<file path="src/rtl/gpu_mem_pkg.sv">
// GPU memory map, shared pixel type and the output-stream FSM state encoding.
package gpu_mem_pkg;

    localparam int ADDR_BITS    = 32'd24;
    localparam int LAYER1_BASE  = 32'd0;
    localparam int LAYER2_BASE  = 32'd65536;
    localparam int TEX1_BASE    = 32'd131072;
    localparam int TEX2_BASE    = 32'd135168;
    localparam int TEX3_BASE    = 32'd139264;
    localparam int OUT_BASE     = 32'd143360;
    localparam int BLOCK_WORDS  = 32'd64;
    localparam int FRAME_PIXELS = 32'd65536;

    typedef logic [23:0] pixel_t;

    typedef enum logic [2:0] {
        OS_IDLE    = 3'd0,
        OS_RD_REQ  = 3'd1,
        OS_RD_WAIT = 3'd2,
        OS_CAPTURE = 3'd3,
        OS_DRAIN   = 3'd4,
        OS_PF_WAIT = 3'd5,
        OS_DONE    = 3'd6
    } os_state_e;

endpackage

</file>
<file path="src/rtl/stream_block_buf.sv">
// Block buffer for output_stream: holds the fetched block(s), tracks the word index and muxes
// the current pixel out. With OUTPUT_STREAM_PREFETCH_EN defined it keeps a ping-pong pair.
module stream_block_buf
    import gpu_mem_pkg::*;
#(
    parameter int WORDS = BLOCK_WORDS
) (
    input  logic                              clk,
    input  logic                              n_rst,
    input  logic                              load_i,
    input  logic                              load_alt_i,
    input  logic                              swap_i,
    input  logic                              adv_i,
    input  logic [WORDS*$bits(pixel_t)-1:0]   block_i,
    output logic [$clog2(WORDS)-1:0]          idx_o,
    output pixel_t                            word_o
);

    localparam int PIX_W = $bits(pixel_t);
    localparam int IDX_W = $clog2(WORDS);
    localparam int BUF_W = WORDS * PIX_W;

    logic [IDX_W-1:0] idx_q, idx_d;

    // Word index restarts on a fresh load and wraps to 0 after the last word's handshake.
    always_comb begin
        idx_d = idx_q;
        if (load_i) begin
            idx_d = '0;
        end else if (adv_i) begin
            idx_d = idx_q + IDX_W'(1);
        end else begin
            idx_d = idx_q;
        end
    end

    // Word index register.
    always_ff @(posedge clk or negedge n_rst) begin
        if (!n_rst) begin
            idx_q <= '0;
        end else begin
            idx_q <= idx_d;
        end
    end

    assign idx_o = idx_q;

`ifdef OUTPUT_STREAM_PREFETCH_EN
    logic [BUF_W-1:0] buf_q [2];
    logic             sel_q;

    // Ping-pong storage: the active half drains while the standby half takes the next block.
    always_ff @(posedge clk or negedge n_rst) begin
        if (!n_rst) begin
            buf_q[0] <= '0;
            buf_q[1] <= '0;
            sel_q    <= 1'b0;
        end else begin
            if (load_i) begin
                buf_q[sel_q] <= block_i;
            end
            if (load_alt_i) begin
                buf_q[~sel_q] <= block_i;
            end
            if (swap_i) begin
                sel_q <= ~sel_q;
            end
        end
    end

    assign word_o = buf_q[sel_q][int'(idx_q)*PIX_W +: PIX_W];
`else
    logic [BUF_W-1:0] buf_q;
    logic             unused_s;

    // Single block store, refilled only after the previous block has fully drained.
    always_ff @(posedge clk or negedge n_rst) begin
        if (!n_rst) begin
            buf_q <= '0;
        end else if (load_i) begin
            buf_q <= block_i;
        end
    end

    assign word_o   = buf_q[int'(idx_q)*PIX_W +: PIX_W];
    assign unused_s = ^{load_alt_i, swap_i};
`endif

endmodule

</file>
<file path="src/rtl/output_stream.sv">
// Streams the blended output buffer from SRAM to a valid/ready pixel sink, one block at a time.
// Defining OUTPUT_STREAM_PREFETCH_EN overlaps the next block fetch with the current drain.
module output_stream
    import gpu_mem_pkg::*;
#(
    parameter int ADDR_SIZE_BITS  = ADDR_BITS,
    parameter int WORD_SIZE_BYTES = 32'd3,
    parameter int DATA_SIZE_WORDS = BLOCK_WORDS,
    parameter int BASE_ADDR       = OUT_BASE,
    parameter int FRAME_WORDS     = FRAME_PIXELS
) (
    input  logic                                          clk,
    input  logic                                          n_rst,
    input  logic                                          stream_en,
    output logic                                          stream_busy,
    output logic                                          stream_done,
    output logic                                          read_enable,
    output logic [ADDR_SIZE_BITS-1:0]                     address,
    input  logic [WORD_SIZE_BYTES*DATA_SIZE_WORDS*8-1:0]  read_data,
    output pixel_t                                        pixel_data,
    output logic                                          pixel_valid,
    input  logic                                          pixel_ready,
    output logic                                          pixel_last
);

    localparam int NUM_BLOCKS = FRAME_WORDS / DATA_SIZE_WORDS;
    localparam int BLK_W      = (NUM_BLOCKS > 1) ? $clog2(NUM_BLOCKS) : 1;
    localparam int IDX_W      = $clog2(DATA_SIZE_WORDS);
    localparam logic [BLK_W-1:0] LAST_BLK = BLK_W'(NUM_BLOCKS - 1);
    localparam logic [IDX_W-1:0] LAST_IDX = IDX_W'(DATA_SIZE_WORDS - 1);

    os_state_e        state_q, state_d;
    logic [BLK_W-1:0] blk_q, blk_d;
    logic [BLK_W-1:0] rd_blk_s;
    logic [IDX_W-1:0] idx_s;
    pixel_t           word_s;
    logic             hs_s, last_blk_s, last_word_s;
    logic             load_s, load_alt_s, swap_s;

    function automatic logic [ADDR_SIZE_BITS-1:0] blk_addr(input logic [BLK_W-1:0] blk);
        return ADDR_SIZE_BITS'(BASE_ADDR) +
               (ADDR_SIZE_BITS'(blk) * ADDR_SIZE_BITS'(DATA_SIZE_WORDS));
    endfunction

    assign pixel_valid = (state_q == OS_DRAIN);
    assign hs_s        = pixel_valid && pixel_ready;
    assign last_blk_s  = (blk_q == LAST_BLK);
    assign last_word_s = (idx_s == LAST_IDX);
    assign pixel_data  = pixel_valid ? word_s : '0;
    assign pixel_last  = pixel_valid && last_blk_s && last_word_s;
    assign stream_busy = (state_q != OS_IDLE);
    assign stream_done = (state_q == OS_DONE);

`ifdef OUTPUT_STREAM_PREFETCH_EN
    logic [1:0] pf_ph_q, pf_ph_d;
    logic       pf_rdy_q, pf_rdy_d;
`endif

    // Main sequencer: next state, block counter and buffer load/swap strobes.
    always_comb begin
        state_d = state_q;
        blk_d   = blk_q;
        load_s  = 1'b0;
        swap_s  = 1'b0;
        case (state_q)
            OS_IDLE: begin
                if (stream_en) begin
                    state_d = OS_RD_REQ;
                end else begin
                    state_d = OS_IDLE;
                end
            end
            OS_RD_REQ:  state_d = OS_RD_WAIT;
            OS_RD_WAIT: state_d = OS_CAPTURE;
            OS_CAPTURE: begin
                load_s  = 1'b1;
                state_d = OS_DRAIN;
            end
            OS_DRAIN: begin
                if (hs_s && last_word_s) begin
                    if (last_blk_s) begin
                        state_d = OS_DONE;
`ifdef OUTPUT_STREAM_PREFETCH_EN
                    end else if (pf_rdy_q) begin
                        swap_s  = 1'b1;
                        blk_d   = blk_q + BLK_W'(1);
                        state_d = OS_DRAIN;
                    end else begin
                        state_d = OS_PF_WAIT;
                    end
`else
                    end else begin
                        blk_d   = blk_q + BLK_W'(1);
                        state_d = OS_RD_REQ;
                    end
`endif
                end else begin
                    state_d = OS_DRAIN;
                end
            end
            OS_PF_WAIT: begin
`ifdef OUTPUT_STREAM_PREFETCH_EN
                if (pf_rdy_q) begin
                    swap_s  = 1'b1;
                    blk_d   = blk_q + BLK_W'(1);
                    state_d = OS_DRAIN;
                end else begin
                    state_d = OS_PF_WAIT;
                end
`else
                state_d = OS_IDLE;
`endif
            end
            OS_DONE: begin
                blk_d   = '0;
                state_d = OS_IDLE;
            end
            default: state_d = OS_IDLE;
        endcase
    end

    // Sequencer state and block counter.
    always_ff @(posedge clk or negedge n_rst) begin
        if (!n_rst) begin
            state_q <= OS_IDLE;
            blk_q   <= '0;
        end else begin
            state_q <= state_d;
            blk_q   <= blk_d;
        end
    end

`ifdef OUTPUT_STREAM_PREFETCH_EN
    // Background fetch of block blk+1, launched whenever a new block becomes the draining one.
    always_comb begin
        pf_ph_d    = pf_ph_q;
        pf_rdy_d   = pf_rdy_q;
        load_alt_s = 1'b0;
        case (pf_ph_q)
            2'd0: begin
                if (((state_q == OS_CAPTURE) || swap_s) && (blk_d != LAST_BLK)) begin
                    pf_ph_d = 2'd1;
                end else begin
                    pf_ph_d = 2'd0;
                end
            end
            2'd1: pf_ph_d = 2'd2;
            2'd2: pf_ph_d = 2'd3;
            2'd3: begin
                load_alt_s = 1'b1;
                pf_rdy_d   = 1'b1;
                pf_ph_d    = 2'd0;
            end
            default: pf_ph_d = 2'd0;
        endcase
        if (swap_s) begin
            pf_rdy_d = 1'b0;
        end else begin
            pf_rdy_d = pf_rdy_d;
        end
    end

    // Prefetch phase and landed flag.
    always_ff @(posedge clk or negedge n_rst) begin
        if (!n_rst) begin
            pf_ph_q  <= 2'd0;
            pf_rdy_q <= 1'b0;
        end else begin
            pf_ph_q  <= pf_ph_d;
            pf_rdy_q <= pf_rdy_d;
        end
    end
`else
    assign load_alt_s = 1'b0;
`endif

    // SRAM strobes; the address bus idles at zero whenever no read is in flight.
    always_comb begin
        read_enable = 1'b0;
        rd_blk_s    = blk_q;
        if ((state_q == OS_RD_REQ) || (state_q == OS_RD_WAIT)) begin
            read_enable = 1'b1;
        end
`ifdef OUTPUT_STREAM_PREFETCH_EN
        else if ((pf_ph_q == 2'd1) || (pf_ph_q == 2'd2)) begin
            read_enable = 1'b1;
            rd_blk_s    = blk_q + BLK_W'(1);
        end
`endif
        else begin
            read_enable = 1'b0;
        end
        address = read_enable ? blk_addr(rd_blk_s) : '0;
    end

    stream_block_buf #(
        .WORDS (DATA_SIZE_WORDS)
    ) u_buf (
        .clk        (clk),
        .n_rst      (n_rst),
        .load_i     (load_s),
        .load_alt_i (load_alt_s),
        .swap_i     (swap_s),
        .adv_i      (hs_s),
        .block_i    (read_data),
        .idx_o      (idx_s),
        .word_o     (word_s)
    );

endmodule

</file>
<file path="config.mk">
export PLATFORM = sky130hd
export DESIGN_NAME = output_stream
export DESIGN_NICKNAME = d
export VERILOG_FILES = /design/src/rtl/gpu_mem_pkg.sv /design/src/rtl/stream_block_buf.sv /design/src/rtl/output_stream.sv
export SDC_FILE = /design/constraint.sdc
export NUM_CORES = 2
export LEC_CHECK = 0
export ABC_AREA = 1
export ABC_CLOCK_PERIOD_IN_PS = 4100
export BUFFER_PORTS_ARGS = -buffer_cell sky130_fd_sc_hd__buf_2
export CAP_MARGIN = 10
export CORE_AREA = 5 5 614 616
export DETAILED_ROUTE_END_ITERATION = 10
export DIE_AREA = 0 0 619 621
export GPL_TIMING_DRIVEN = 1
export HOLD_SLACK_MARGIN = 0.12
export SETUP_SLACK_MARGIN = 0.2
export SLEW_MARGIN = 10
export SYNTH_ARGS = -nofsm -noshare
export SYNTH_HDL_FRONTEND = slang
export SYNTH_SLANG_ARGS = --single-unit
</file>
<file path="constraint.sdc">
create_clock -name clk -period 4.1 [get_ports clk]
set_clock_uncertainty 0.15 [all_clocks]
set_input_delay 0.205 -clock clk [delete_from_list [all_inputs] [get_ports clk]]
set_output_delay 0.205 -clock clk [all_outputs]
set_load 0.1 [all_outputs]
</file>
==> run summary <==
For the pin with the worst max-slew slack, the measured transition is 1.12 ns. Setup repair after global routing could not meet its margin everywhere. The number of primary I/O pins came out at 1,593. The CTS clock-pin slew for the worst setup and hold paths is 0.07 ns. At the end of the flow, the number of nets in the layout was ~16k. The sequential element share of the synthesized area is 0.525. The final critical-path setup slack came out at -0.268 ns. The layer flagged by global routing as most heavily used is met2. The die span in x came out at 619 um. The layout cell share with drive strength beyond 1 is 0.191. The wire-length estimate of the detail-placed layout is about 360,000 um. The hold violation count in the final report came to 0.

The final routed DRC violation total came out at 7. Of all nets on the critical path, the largest fanout is 88. The number of register bits inferred by synthesis came out at around 1.6k. For this run, the detailed router's first-pass iteration total came to 11.

After technology mapping, the gate count stands at 10.2k. Dividing total power by cell area gives a power density of 756 mW/mm2. The run finished, with violations left. After the flow finishes, the layout carries non-filler instances totaling 20.2k. The checks that failed: design-rule violations, negative setup slack.

The library cell used as clock root buffer is clkbuf_16. The number of vias after detailed routing came out at 100k. The floorplan row count came out at 224.

Routability-driven placement finished with a final weighted congestion of ~0.96. The kind of path behind the tightest hold check is primary input to flop. The final layout contains routed wiring with a total length of about 580,000 um. The netlist area before placement is 0.0742 mm2. The number of endpoints failing setup at the final stage is 24. The met3 layer usage reported by global route came out at 0.108. The worst setup path is captured at an output pin. The worst setup path is launched from a flop. The clock sink total is 1,555. The number of buffers added on ports is 1,580. In this run the tightest slew margin relative to its limit is 0.251. Max-cap violations in this run came to 0. The final clock period utilization by the worst path came out at 1.07. The minimum setup slack after placement is -0.564 ns. The maximum operating frequency is 229 MHz. The average routed wire per standard cell came out at 28.5 um. The number of nets with antenna violations after detailed routing is 0. The number of different library cells in the post-synthesis netlist came out at 27. The mean area per synthesized cell is 7.25 um2. The post-placement cell count came out at 16.4k. For this run the aggregate overflow at the end of global routing stands at 0.

The mean number of vias per cell is 4.98. At the worst endpoint, the arrival time is approximately 4.0 ns. The final count of pins violating max slew was 0.

The clock passes through at most 4 buffers. Across the VDD grid, the largest voltage drop is 618 uV. The starting density of the core is 0.200. The y dimension of the die came out at approximately 620 um.

The number of clock buffers inserted by TritonCTS came out at 191. The DRC violation total after the first TritonRoute iteration came out at 15.5k. The first global-routing pass estimated 778,000 um of wire.

The initial antenna violation count is 391. TritonCTS built the clock tree. The worst setup path is of the flop to output pin kind. The core area is 0.371 mm2. The overall die area is ~0.38 mm2.

The growth of design area from synthesis to finish came out at 79.4%. Entering global routing, the biggest net connects 224 pins. The met1 demand-to-capacity share in global routing came out at 0.361.

The number of global-route vias before repair is approximately 100k. For the worst-skew pair, the clock arrives at the later sink with an insertion delay of 0.87 ns. The met2 track utilization from global routing is 0.408. The global-route usage over all layers came out at 0.285. The smallest clock period supported by the final layout is computed as around 4.4 ns.

In this run the static leakage power is 0.0652 uW. The warning count from the yosys run is 0. The clock tree synthesis step divided the H-tree into 4 levels. At the worst endpoint, the required time is about 3.7 ns.
flip-flops by register name, indices dropped and copies added, names as in the netlist:
register and cells:
state_q 3, u_buf.idx_o 6, u_buf.buf_q 1536, blk_q 10
kinds of logic after synthesis:
| kind of cell | count (synthesis) | share of synthesized area |
|---|---|---|
| adders and majority gates | 4 | 0.000675 |
| other | 1 | 0.0000506 |
| and+or+nand+nor | 7895 | 0.422 |
| xor gates and xnor gates | 5 | 0.000590 |
| AOI/OAI and AO/OA | 49 | 0.00354 |
| DFF | 1555 | 0.525 |
| buffers and inverters | 720 | 0.0486 |
power breakdown:
group	switching, uW	total (uW)	internal, uW
sequential	5730	28700	23000
combinational	37000	53800	16800
clock	7860	18100	10200
total	50600	101000	50000
placed cells by master (no fill, tap or decap), types with 3 or more instances in the layout:
master | netlist | layout
buf_2 | 412 | 1554
nand2_1 | 6552 | 6488
xor2_1 | 5 | 5
buf_4 | 64 | 158
inv_8 | 0 | 5
inv_1 | 18 | 18
o31ai_1 | 3 | 3
clkinv_16 | 0 | 10
inv_16 | 0 | 3
dfrtp_4 | 0 | 4
inv_6 | 0 | 13
nand2_4 | 0 | 14
buf_16 | 0 | 52
clkbuf_1 | 162 | 35
dlygate4sd3_1 | 0 | 3068
nor2_1 | 21 | 21
nand2_2 | 2 | 52
conb_1 | 1 | 12
ha_1 | 4 | 4
nor3_1 | 9 | 9
clkinv_4 | 0 | 5
a21oi_1 | 32 | 8
a21oi_4 | 0 | 21
buf_12 | 0 | 108
dfrtp_1 | 1555 | 1550
bufbuf_16 | 0 | 9
nand3_4 | 0 | 179
clkbuf_8 | 0 | 36
nand3_2 | 0 | 295
clkinvlp_4 | 0 | 11
nand3_1 | 1307 | 833
bufinv_16 | 0 | 14
diode_2 | 0 | 297
clkbuf_16 | 0 | 207
buf_6 | 19 | 36
clkinv_2 | 0 | 33
a21oi_2 | 0 | 3
buf_8 | 0 | 9
o21ai_0 | 11 | 11
clkinv_8 | 0 | 5
per-layer routing:
metal | vias up | part of all wire
li1 | 41200 | -
met1 | 47800 | 0.39
met2 | 8137 | 0.41
met3 | 3173 | 0.11
met4 | 150 | 0.078
met5 | - | 0.0026
synth_stat cells:
master / instances / share of area
nand2_1: 6552 / 0.33
dfrtp_1: 1555 / 0.52
nand3_1: 1307 / 0.088
buf_2: 412 / 0.028
clkbuf_1: 162 / 0.0082
buf_4: 64 / 0.0065
buf_1: 36 / 0.0018
a21oi_1: 32 / 0.0022
nor2_1: 21 / 0.0011
buf_6: 19 / 0.0029
inv_1: 18 / 0.00091
o21ai_0: 11 / 0.00074
nor3_1: 9 / 0.00061
inv_2: 5 / 0.00025
xor2_1: 5 / 0.00059
ha_1: 4 / 0.00067
clkinv_1: 3 / 0.00015
o31ai_1: 3 / 0.00030
nand2_2: 2 / 0.00017
nor2_2: 2 / 0.00017
conb_1: 1 / 0.000051
inv_4: 1 / 0.000084
nor2_4: 1 / 0.00015
nor3_2: 1 / 0.00013
o21a_1: 1 / 0.00010
o21ai_1: 1 / 0.000067
o31ai_2: 1 / 0.00017
path summary, 6_finish.rpt:
check                                           endpoint  slack [ns]                           from  depth (start not counted)
min in group asynchronous   u_buf.buf_q[679]$_DFFE_PN0N_        0.25                          n_rst                          3
min reg2reg                u_buf.buf_q[1099]$_DFFE_PN0N_        0.32  u_buf.buf_q[1099]$_DFFE_PN0N_                          2
max reg2reg                 u_buf.buf_q[530]$_DFFE_PN0N_        0.77           state_q[0]$_DFF_PN0_                          6
max                                        pixel_data[6]       -0.27     u_buf.idx_o[1]$_DFFE_PN0P_                         11
min                         u_buf.buf_q[934]$_DFFE_PN0N_        0.17                 read_data[934]                          4
max in group asynchronous    u_buf.buf_q[90]$_DFFE_PN0N_        2.76                          n_rst                          3
stage by stage:
step	power (uW)	utilization	setup TNS, ns	hold WS [ns]	area, um2
global placement	68800	0.238	-5.75	0.186	88200
floorplan	49100	-	0	-0.241	74200
detailed placement	69000	0.238	-5.30	0.185	88200
finish	101000	0.359	-3.47	0.167	133000
CTS	95900	0.353	-2.67	0.124	131000
global route	105000	0.358	-2.89	0.154	133000
layout make-up:
| class | instances | area [um2] |
|---|---|---|
| fill | 35900 | 238000 |
| timing repair buffer | 5010 | 44500 |
| sequential | 1555 | 38900 |
| multi-input combinational | 7965 | 35900 |
| tap | 4972 | 6220 |
| clock buffer | 262 | 5410 |
| clock inverter | 85 | 1040 |
| antenna | 297 | 743 |
| inverter | 27 | 183 |
| timing repair inverter | 9 | 181 |
critical path, cell delays in order, from the launching register on:
cell and delay [ns]:
dfrtp_4 0.57, buf_4 0.17, buf_12 0.15, nand3_2 0.33, nand3_2 0.18, nand2_2 0.15
nand2_2 0.07, nand3_4 0.13, buf_6 0.17, nand3_4 0.09, a21oi_4 0.44, buf_12 0.25
repair_timing:
item | CTS | global route
hold buffers | 3069 | 0
pin swaps | 83 | 92
buffers inserted | 48 | 12
gates cloned | 39 | 19
resized for setup | 726 | 216
setup endpoints to repair | 25 | 25
endpoints found under the hold margin | 3109 | 0
(Power assumes the default switching activity.)
